File: src/rtl/pipe_hazard_scoreboard.sv
// Hazard, forwarding and flush controller for the 5-stage pipeline, with a small
// scoreboard tracking in-flight fixed-latency multi-cycle (mul/div) results.
// Optional build macro: HAZ_PERF_CNT_EN adds saturating stall/flush counters.
module pipe_hazard_scoreboard #(
  parameter int unsigned AW       = 5,
  parameter int unsigned MC_LAT   = 4,
  parameter int unsigned MC_DEPTH = 2
`ifdef HAZ_PERF_CNT_EN
  , parameter int unsigned CNT_W  = 32
`endif
) (
  input  logic          clk,
  input  logic          reset,
  input  logic          id_valid,
  input  logic [AW-1:0] id_rs,
  input  logic [AW-1:0] id_rt,
  input  logic          id_uses_rs,
  input  logic          id_uses_rt,
  input  logic [AW-1:0] id_rd,
  input  logic          id_regwrite,
  input  logic          id_is_mc,
  input  logic [AW-1:0] ex_rs,
  input  logic [AW-1:0] ex_rt,
  input  logic [AW-1:0] ex_wr_reg,
  input  logic          ex_regwrite,
  input  logic          ex_memread,
  input  logic          ex_branch_taken,
  input  logic [AW-1:0] mem_wr_reg,
  input  logic          mem_regwrite,
  input  logic [AW-1:0] wb_wr_reg,
  input  logic          wb_regwrite,
  output logic          pc_write,
  output logic          ifid_write,
  output logic          ifid_flush,
  output logic          idex_flush,
  output logic [1:0]    fwd_a,
  output logic [1:0]    fwd_b,
  output logic          mc_full,
  output logic          mc_retire,
  output logic [AW-1:0] mc_retire_reg
`ifdef HAZ_PERF_CNT_EN
  , output logic [CNT_W-1:0] stall_cycles
  , output logic [CNT_W-1:0] flush_events
  , output logic [CNT_W-1:0] mc_stall_cycles
`endif
);

  localparam int unsigned CntW = $clog2(MC_LAT);
  localparam logic [CntW-1:0] CntInit = CntW'(MC_LAT - 1);

  logic [MC_DEPTH-1:0] valid_q, valid_d;
  logic [AW-1:0]       ent_reg_q [MC_DEPTH];
  logic [AW-1:0]       ent_reg_d [MC_DEPTH];
  logic [CntW-1:0]     ent_cnt_q [MC_DEPTH];
  logic [CntW-1:0]     ent_cnt_d [MC_DEPTH];

  logic rs_live, rt_live, rd_live;
  logic load_use, sb_raw, sb_waw, struct_haz;
  logic stall, issue, alloc, alloc_done;

  // Forward selects: EX/MEM beats MEM/WB; r0 is never forwarded.
  always_comb begin
    fwd_a = 2'b00;
    fwd_b = 2'b00;
    if (mem_regwrite && (mem_wr_reg != '0) && (mem_wr_reg == ex_rs)) begin
      fwd_a = 2'b10;
    end else if (wb_regwrite && (wb_wr_reg != '0) && (wb_wr_reg == ex_rs)) begin
      fwd_a = 2'b01;
    end
    if (mem_regwrite && (mem_wr_reg != '0) && (mem_wr_reg == ex_rt)) begin
      fwd_b = 2'b10;
    end else if (wb_regwrite && (wb_wr_reg != '0) && (wb_wr_reg == ex_rt)) begin
      fwd_b = 2'b01;
    end
  end

  // Hazard detection against EX load and scoreboard entries; also picks the retiring entry.
  always_comb begin
    rs_live       = id_uses_rs & (id_rs != '0);
    rt_live       = id_uses_rt & (id_rt != '0);
    rd_live       = id_regwrite & (id_rd != '0);
    load_use      = ex_memread & ex_regwrite & (ex_wr_reg != '0) &
                    ((rs_live & (id_rs == ex_wr_reg)) | (rt_live & (id_rt == ex_wr_reg)));
    sb_raw        = 1'b0;
    sb_waw        = 1'b0;
    mc_retire     = 1'b0;
    mc_retire_reg = '0;
    for (int unsigned i = 0; i < MC_DEPTH; i++) begin
      if (valid_q[i]) begin
        if ((rs_live && (ent_reg_q[i] == id_rs)) || (rt_live && (ent_reg_q[i] == id_rt))) begin
          sb_raw = 1'b1;
        end
        if (rd_live && (ent_reg_q[i] == id_rd)) begin
          sb_waw = 1'b1;
        end
        // Fixed latency and single issue guarantee at most one zero count at a time.
        if ((ent_cnt_q[i] == '0) && !mc_retire) begin
          mc_retire     = 1'b1;
          mc_retire_reg = ent_reg_q[i];
        end
      end
    end
    mc_full    = &valid_q;
    struct_haz = id_is_mc & id_regwrite & mc_full & ~mc_retire;
    stall      = id_valid & (load_use | sb_raw | sb_waw | struct_haz) & ~ex_branch_taken;
    issue      = id_valid & ~stall & ~ex_branch_taken;
    alloc      = issue & id_is_mc & rd_live;
  end

  // Pipeline control: a taken branch overrides any stall.
  always_comb begin
    pc_write   = ~stall;
    ifid_write = ~stall;
    ifid_flush = ex_branch_taken;
    idex_flush = stall | ex_branch_taken;
  end

  // Scoreboard next state: count down, free at zero, allocate lowest free (or freeing) slot.
  always_comb begin
    valid_d    = valid_q;
    ent_reg_d  = ent_reg_q;
    ent_cnt_d  = ent_cnt_q;
    alloc_done = 1'b0;
    for (int unsigned i = 0; i < MC_DEPTH; i++) begin
      if (valid_q[i]) begin
        if (ent_cnt_q[i] == '0) begin
          valid_d[i] = 1'b0;
        end else begin
          ent_cnt_d[i] = ent_cnt_q[i] - CntW'(1);
        end
      end
    end
    for (int unsigned i = 0; i < MC_DEPTH; i++) begin
      if (alloc && !alloc_done && (!valid_q[i] || (ent_cnt_q[i] == '0))) begin
        valid_d[i]   = 1'b1;
        ent_reg_d[i] = id_rd;
        ent_cnt_d[i] = CntInit;
        alloc_done   = 1'b1;
      end
    end
  end

  // Scoreboard state registers.
  always_ff @(posedge clk or negedge reset) begin
    if (!reset) begin
      valid_q <= '0;
      for (int unsigned i = 0; i < MC_DEPTH; i++) begin
        ent_reg_q[i] <= '0;
        ent_cnt_q[i] <= '0;
      end
    end else begin
      valid_q   <= valid_d;
      ent_reg_q <= ent_reg_d;
      ent_cnt_q <= ent_cnt_d;
    end
  end

`ifdef HAZ_PERF_CNT_EN
  logic mc_only_stall;
  assign mc_only_stall = stall & (sb_raw | sb_waw | struct_haz) & ~load_use;

  // Saturating performance counters.
  always_ff @(posedge clk or negedge reset) begin
    if (!reset) begin
      stall_cycles    <= '0;
      flush_events    <= '0;
      mc_stall_cycles <= '0;
    end else begin
      if (stall && (stall_cycles != '1)) stall_cycles <= stall_cycles + CNT_W'(1);
      if (ex_branch_taken && (flush_events != '1)) flush_events <= flush_events + CNT_W'(1);
      if (mc_only_stall && (mc_stall_cycles != '1)) begin
        mc_stall_cycles <= mc_stall_cycles + CNT_W'(1);
      end
    end
  end
`endif

endmodule

File: config.mk
export PLATFORM = sky130hd
export DESIGN_NAME = pipe_hazard_scoreboard
export DESIGN_NICKNAME = d
export VERILOG_FILES = /design/src/rtl/pipe_hazard_scoreboard.sv
export SDC_FILE = /design/constraint.sdc
export NUM_CORES = 1
export LEC_CHECK = 0
export ABC_AREA = 1
export CORE_MARGIN = 2
export CORE_UTILIZATION = 35
export CTS_BUF_LIST = sky130_fd_sc_hd__clkbuf_8 sky130_fd_sc_hd__clkbuf_16
export CTS_CLUSTER_DIAMETER = 150
export DETAILED_ROUTE_END_ITERATION = 8
export HOLD_SLACK_MARGIN = 0.1
export PLACE_DENSITY = 0.66
export SLEW_MARGIN = 20
export SYNTH_ARGS = -nofsm -noshare
export SYNTH_HDL_FRONTEND = slang
export SYNTH_SLANG_ARGS = --single-unit
File: constraint.sdc
create_clock -name clk -period 2.3 [get_ports clk]
set_clock_uncertainty 0.05 [all_clocks]
set_input_delay 0.23 -clock clk [delete_from_list [all_inputs] [get_ports clk]]
set_output_delay 0.23 -clock clk [all_outputs]
set_load 0.05 [all_outputs]
==> out/qor.txt, run 1 <==
Status = completed
Sequential share of the synthesized area = 22.1%
Row count = 26
Post-DRT Antenna Nets = 0
# nets final = 392
Routed vias = 1,897
Slew margin rel. = 49.1%
Die width = 76.0 um
Leakage = 0.00136 uW
Vias in the first global route = 1,932
CTS tree = built
Root Driver = clkbuf_8
Layout cells sized above 1 = 14.5%
Register-to-register setup slack = 0.40 ns
CTS H-tree depth = 1
Final worst path period share = 96.5%
Port bufs = 66
Synth Instances = 271
HP Start = id_rd[3]
Pwr per Cell Area = 644 nW/um2
RR Endpoint = ent_cnt_q[0]
Post-route minimum period = 2.22 ns
Total GRT Usage = 18.3%
Worst setup margin = 0.0808 ns
DR vias/cell = 4.66
Max Slew Vio Count = 0
Synth top area share = 22.1%
Fmax = 451 MHz
Post-CTS Hold Buffers = 0
CP max FO = 3
Post-Syn Nets = 325
DIE AREA = 5770 um2
First-pass GRT wire length = 8890 um
Worst Setup Path Type = in2out
Placement Setup Slack = -0.0341 ns
I/O pin total = 67
Setup crit end kind = output port
Maxcap violations = 0
GRT overflow = 0
Chip height = 76.0 um
RePlAce Congestion = 0.858
Core Area = 5040 um2
Initial DRC Count = 74
CP top delay family = buffers and inverters
# diodes = 0
Dpl hpwl = 4160 um
Worst path max stage delay = 0.50 ns
Clk sink count = 16
Reg clk slew, reported paths = 0.07 ns
HP Class = in2reg
Arrival time at the worst endpoint = 1.94 ns
Most common cell after layout, fill and taps aside = nand2_1
RR Startpoint = ent_reg_q[1]
Wirelength per Cell = 12.6 um
Pre-antenna DRT Iters = 4
Clock latency on the worst-skew pair = 0.25 ns
Worst hold path stage count = 3
Top cells by area, synth = dfrtp_1 22%, nand2_1 15%, xor2_1 13%
Syn avg cell area = 6.69 um2
Worst Hold Slack = 0.336 ns
Largest net degree at the start of global routing = 17
Initial Util = 36.0%
Distinct cell type count after synthesis = 30
Worst-margin pin slew = 0.761 ns
Area Growth Syn to Fin = 48.7%
Ys Warns = 0
Startpoint type of the worst setup path = primary input
Most frequent cells in the layout = 73 x nand2_1, 38 x clkdlybuf4s50_1, 29 x inv_1
Cell taking the most area after synthesis = dfrtp_1
Hold Path Sink = ent_reg_q[3]
Number of cells on the worst reg-to-reg path = 16
CP max-delay cell = or4_4
Required @ worst endpoint = 2.02 ns
Maximum vdd drop = 474 uV
WP depth = 7
DR DRC count = 0
Initial antenna violation count = 0
Setup-failing EPs final = 0
Max clock buf depth = 2
Crit path buffers/inverters = 3
Post-synthesis cell area = 1810 um2
Final WL = 5140 um
Total CTS buffers = 3
FF+latch count, synth = 16
Final hold violation count = 0
RSZ-0062 raised after global routing = false
Critical-path cell list = clkdlybuf4s50_1, or4_4, o21ai_1, buf_4, nor4_2, nor3_2, clkbuf_16
[repair_timing]
action                                  in CTS  in global routing
resized for setup                            1                 24
endpoints found under the setup margin       2                  5
hold endpoints to repair                     0                  0
pin swaps                                    0                  2
buffers inserted                             0                  0
[Yosys cell counts, drive strengths merged]
master  number
nand2       79
inv         32
nor2        28
xor2        26
xnor2       21
nand3       19
dfrtp       16
o21ai       16
buf          7
nor3         5
o22ai        4
a21oi        3
nor4         3
clkbuf       2
ha           2
nand4        2
or2          2
nand3b       1
o211ai       1
o41ai        1
or4          1
[power breakdown]
group          internal (uW)  switching [uW]
clock                    152             105
combinational            406             492
sequential               400             180
[registers in the layout, indices dropped and copies added (netlist names)]
| name | count |
|---|---|
| valid_q | 2 |
| ent_cnt_q | 4 |
| ent_reg_q | 10 |
[metal layers]
layer	up-vias	routed length (um)	track usage [%]
li1	981	-	-
met1	845	2210	23.6
met2	65	2560	31.9
met3	6	299	3.08
met4	0	79	4.55
met5	-	0	0
[worst max-delay path by stage]
stage,startpoint,endpoint,slack (ns)
final,mem_wr_reg[2],fwd_b[0],0.08
after floorplan,ent_cnt_q[2],pc_write,0.08
after global placement,id_rt[2],pc_write,-0.009
after CTS,id_rt[2],idex_flush,0.05
after detailed placement,id_rt[3],pc_write,-0.03
after global routing,ent_reg_q[9],idex_flush,0.009
[logic make-up after synthesis]
| kind of cell | Yosys count | share of synthesized area, % |
|---|---|---|
| AOI/OAI and AO/OA | 25 | 8.56 |
| xor gates and xnor gates | 47 | 22.7 |
| adders and majority gates | 2 | 1.38 |
| buffers and inverters | 41 | 10.4 |
| DFF | 16 | 22.1 |
| and+or+nand+nor | 140 | 34.9 |
[layout make-up]
class / count / area (um2)
Multi-Input combinational cell: 214 / 1260
Sequential cell: 16 / 402
Fill cell: 525 / 2350
Inverter: 32 / 120
Timing Repair Buffer: 71 / 771
Clock buffer: 4 / 55.1
Tap cell: 70 / 87.6
[worst register-to-register path, stage by stage (launching register included)]
cell	delay, ns
dfrtp_1	0.47
inv_1	0.12
nand2_1	0.08
nand2_1	0.04
nand2_1	0.06
nor2_1	0.04
nand3_1	0.06
nand2_1	0.07
nand2_1	0.05
nand2_1	0.05
inv_1	0.06
nand2_2	0.07
nand2_4	0.10
nand4_4	0.25
nand2_1	0.18
nand2_1	0.06
nand2_1	0.05
[metrics by stage]
step	area, um2	utilization, %	TNS, ns	power (uW)	cells
after floorplan	1840	-	0	1200	271
after CTS	2640	52.4	0	1740	407
after global placement	2580	51.2	-0.0182	1460	403
after detailed placement	2580	51.2	-0.0675	1480	403
final	2700	53.4	0	1740	407
after global routing	2700	53.4	0	1900	407
Power figures use the tool's default switching activity.
==> run 2, diff against run 1 <==
--- a/config.mk
+++ b/config.mk
@@ -6,6 +6,7 @@
 export NUM_CORES = 1
 export LEC_CHECK = 0
 export ABC_AREA = 1
+export CAP_MARGIN = 20
 export CORE_MARGIN = 2
 export CORE_UTILIZATION = 35
 export CTS_BUF_LIST = sky130_fd_sc_hd__clkbuf_8 sky130_fd_sc_hd__clkbuf_16
@@ -13,6 +14,7 @@
 export DETAILED_ROUTE_END_ITERATION = 8
 export HOLD_SLACK_MARGIN = 0.1
 export PLACE_DENSITY = 0.66
+export RECOVER_POWER = 25
 export SLEW_MARGIN = 20
 export SYNTH_ARGS = -nofsm -noshare
 export SYNTH_HDL_FRONTEND = slang
==> run 2 against run 1 <==
  * Die area unchanged
  * Sequential share of layout area unchanged
  * Cell area unchanged
  * Largest cell class unchanged
  * Largest power group unchanged
==> out/qor.txt, run 2 (same netlist as run 1, synthesis figures left out) <==
Placed instance count = 403
Clk sink count = 16
Clock latency on the worst-skew pair = 0.25 ns
Design area = 2700 um2
Post-route insts no fill = 407
Tot Pwr = 1740 uW
CTS tree = built
Initial DRC Count = 74
Fmax = 451 MHz
Row count = 26
Initial antenna violation count = 0
Footprint of the multi-input gates = 1260 um2
Layout cells sized above 1 = 14.5%
Chip height = 76.0 um
DR DRC count = 0
Placed Area = 2580 um2
Final worst path period share = 96.5%
Regs by FF count = ent_reg_q x10, ent_cnt_q x4, valid_q x2
FF/Latch Area = 402 um2
Maximum vdd drop = 474 uV
Pre-antenna DRT Iters = 4
Total GRT Usage = 18.3%
Post-DRT Antenna Nets = 0
Most frequent cells in the layout = 73 x nand2_1, 37 x clkdlybuf4s50_1, 29 x inv_1
HP Class = in2reg
DIE AREA = 5770 um2
Initial Util = 36.0%
Routed vias = 1,908
Final hold violation count = 0
Max reg flops = 10
GRT overflow = 0
Critical-path cell list = clkdlybuf4s50_1, or4_4, o21ai_1, buf_4, nor4_2, nor3_2, clkbuf_16
Startpoint type of the worst setup path = primary input
Required @ worst endpoint = 2.02 ns
Placement Setup Slack = -0.0341 ns
RePlAce Congestion = 0.858
Die width = 76.0 um
Dpl hpwl = 4160 um
Vias in the first global route = 1,932
Worst setup margin = 0.0808 ns
Largest net degree at the start of global routing = 17
Reg clk slew, reported paths = 0.07 ns
Post-route minimum period = 2.22 ns
# nets final = 392
Area Growth Syn to Fin = 48.7%
CP max FO = 3
CTS H-tree depth = 1
Root Driver = clkbuf_8
I/O pin total = 67
Worst Hold Slack = 0.336 ns
Biggest register = ent_reg_q
Worst-margin pin slew = 0.767 ns
Final WL = 5150 um
Leakage = 0.00136 uW
Status = completed
RSZ-0062 raised after global routing = false
Total CTS buffers = 3
Worst path max stage delay = 0.50 ns
Most common cell after layout, fill and taps aside = nand2_1
DR vias/cell = 4.69
Port bufs = 66
Pwr per Cell Area = 644 nW/um2
Setup crit end kind = output port
Arrival time at the worst endpoint = 1.94 ns
Core Area = 5040 um2
Worst Setup Path Type = in2out
Slew margin rel. = 48.7%
Wirelength per Cell = 12.7 um
# diodes = 0
Max clock buf depth = 2
Setup-failing EPs final = 0
Post-CTS Hold Buffers = 0
Maxcap violations = 0
CP max-delay cell = or4_4
Fillers = 525
First-pass GRT wire length = 8890 um
Max Slew Vio Count = 0
## run 2: worst max-delay path, delay by kind of cell
kind / cells / cell delay [ns]
buffers and inverters: 3 / 0.80
AND/OR/NAND/NOR: 3 / 0.78
AO/OA/AOI/OAI: 1 / 0.13
## run 2: area by class of cell
class                   count  area share [%]
repair buffers             71            28.6
well taps                  70            3.25
multi-input cells         214            46.8
inverters                  32            4.46
flip-flops and latches     16            14.9
clock buffers               4            2.04
## run 2: worst paths after layout
| check | from | to | slack [ns] | depth (start not counted) |
|---|---|---|---|---|
| setup / recovery | mem_wr_reg[2] | fwd_b[0] | 0.08 | 7 |
| hold / removal | id_rd[3] | ent_reg_q[3] | 0.34 | 3 |
| setup reg to reg | ent_reg_q[9] | ent_cnt_q[0] | 0.39 | 15 |
| hold reg to reg | ent_cnt_q[0] | ent_cnt_q[0] | 0.44 | 2 |
| max in group asynchronous | reset | ent_reg_q[9] | 1.23 | 1 |
| min in group asynchronous | reset | valid_q[1] | 0.44 | 1 |
## run 2: layer usage
layer | routed length (um) | GRT usage (%)
met5 | 0 | 0
met4 | 79 | 4.55
met3 | 275 | 3.08
met2 | 2570 | 31.9
met1 | 2230 | 23.6
## run 2: where the power goes
group | switching (uW) | internal [uW] | total (uW)
Clock | 106 | 152 | 258
Combinational | 493 | 406 | 898
Sequential | 181 | 400 | 580
## run 2: per-stage QoR
stage	TNS (ns)	utilization, %
final	0	53.4
after global routing	0	53.4
after CTS	0	52.4
after detailed placement	-0.0675	51.2
after global placement	-0.0182	51.2
after floorplan	0	-
## run 2: repair_timing
action,CTS,global route
resized for setup,1,24
setup buffers,0,0
pin swaps,0,2
cloned,0,0
setup endpoints to repair,2,5
==> run 3, diff against run 2 <==
--- a/config.mk
+++ b/config.mk
@@ -15,6 +15,7 @@
 export HOLD_SLACK_MARGIN = 0.1
 export PLACE_DENSITY = 0.66
 export RECOVER_POWER = 25
+export SKIP_LAST_GASP = 1
 export SLEW_MARGIN = 20
 export SYNTH_ARGS = -nofsm -noshare
 export SYNTH_HDL_FRONTEND = slang
==> run 3 against run 2 <==
  * Hold slack improved by 0.0018 ns
  * Power fell by 0.34%
  * Wire length fell by 0.62%
  * Non-clock buffer count did not move
  * Setup slack did not move
  * Clock power barely moved
  * Sequential share of layout area barely moved
  * Final cell count did not move
  * Die area did not move
  * Critical path depth did not move
  * Critical endpoint unchanged
==> out/qor.txt, run 3 (same netlist as run 1, synthesis figures left out) <==
Initial DRC Count = 72
Vias in the first global route = 1,932
Setup-failing EPs final = 0
CP max FO = 3
Fmax = 451 MHz
Core Area = 5040 um2
Largest net degree at the start of global routing = 17
Worst Setup Path Type = in2out
Worst-margin pin slew = 0.771 ns
Maxcap violations = 0
Total CTS buffers = 3
Total GRT Usage = 18.3%
Leakage = 0.00136 uW
Clock latency on the worst-skew pair = 0.25 ns
CTS H-tree depth = 1
I/O pin total = 67
Initial antenna violation count = 0
Slew margin rel. = 48.4%
Layout cells sized above 1 = 13.6%
Final WL = 5120 um
Required @ worst endpoint = 2.02 ns
Status = completed
Initial Util = 36.0%
Die width = 76.0 um
HP Class = in2reg
Row count = 26
DIE AREA = 5770 um2
Busiest grt layer = met2
Met2 usage = 31.9%
Routing usage on met3 = 3.08%
First-pass GRT wire length = 8890 um
RSZ-0062 raised after global routing = true
GRT overflow = 0
Worst setup margin = 0.0808 ns
Startpoint type of the worst setup path = primary input
Max reg flops = 10
Arrival time at the worst endpoint = 1.94 ns
Root Driver = clkbuf_8
CTS tree = built
# diodes = 0
Regs by FF count = ent_reg_q x10, ent_cnt_q x4, valid_q x2
Fillers = 524
Most common cell after layout, fill and taps aside = nand2_1
Post-DRT Antenna Nets = 0
GR Layer Usage met1 = 23.6%
RePlAce Congestion = 0.858
Clk sink count = 16
Pwr per Cell Area = 643 nW/um2
Register-to-register setup slack = 0.38 ns
Final hold violation count = 0
DR DRC count = 0
Final Core Density = 53.4%
Tot Pwr = 1730 uW
Post-route minimum period = 2.22 ns
DR vias/cell = 4.66
Most frequent cells in the layout = 73 x nand2_1, 38 x clkdlybuf4s50_1, 31 x inv_1
Dpl hpwl = 4160 um
Setup crit end kind = output port
Maximum vdd drop = 474 uV
Chip height = 76.0 um
Biggest register = ent_reg_q
# nets final = 392
Wirelength per Cell = 12.6 um
Port bufs = 66
Post-CTS Repair Setup Buffers = 0
Final worst path period share = 96.5%
Pre-antenna DRT Iters = 4
Worst Hold Slack = 0.337 ns
Placement Setup Slack = -0.0341 ns
Max Slew Vio Count = 0
Routed vias = 1,898
Reg clk slew, reported paths = 0.07 ns
Area Growth Syn to Fin = 48.4%
Max clock buf depth = 2
## run 3: changes by cell type in the layout (fill, tap and decap cells not counted)
cell             change
inv_1                +2
inv_2                -2
clkdlybuf4s50_1      +1
dfrtp_1              +1
dfrtp_2              -1
dlymetal6s2s_1       -1
## run 3: final timing paths
check                              start      endpoint  cells after the start
setup / recovery           mem_wr_reg[2]      fwd_b[0]                      7
hold / removal                  id_rd[3]  ent_reg_q[3]                      3
setup reg to reg            ent_reg_q[9]  ent_cnt_q[0]                     15
hold reg to reg             ent_cnt_q[0]  ent_cnt_q[0]                      2
max in group asynchronous          reset  ent_reg_q[5]                      1
min in group asynchronous          reset    valid_q[1]                      1
## run 3: through the flow
stage	TNS, ns	instance area, um2	std cells
3_5_place_dp	-0.0675	2580	403
6_report	0	2690	407
5_1_grt	-0.0144	2690	407
3_3_place_gp	-0.0182	2580	403
2_1_floorplan	0	1840	271
4_1_cts	0	2640	407
## run 3: critical path, cell delays in order
cell	delay, ns
clkdlybuf4s50_1	0.47
or4_4	0.50
o21ai_1	0.13
buf_4	0.13
nor4_2	0.04
nor3_2	0.24
clkbuf_16	0.20
## run 3: area by class of cell
| type | count | area [um2] | area share (%) |
|---|---|---|---|
| flip-flops and latches | 16 | 400 | 14.9 |
| clock buffers | 4 | 55.1 | 2.05 |
| well taps | 70 | 87.6 | 3.25 |
| inverters | 32 | 120 | 4.46 |
| multi-input cells | 214 | 1260 | 46.8 |
| repair buffers | 71 | 768 | 28.5 |
## run 3: repair_timing
action	4_1_cts	5_1_grt
endpoints found under the setup margin	2	5
hold buffers	0	0
pin swaps	0	2
resized for setup	1	20
## run 3: power breakdown
group | internal, uW | switching, uW
logic | 406 | 492
clock network | 152 | 105
registers | 398 | 178
## run 3: metal layers
metal | wire length (um) | vias up
met1 | 2240 | 857
met5 | 0 | -
met2 | 2550 | 52
met3 | 236 | 8
li1 | - | 981
met4 | 88 | 0
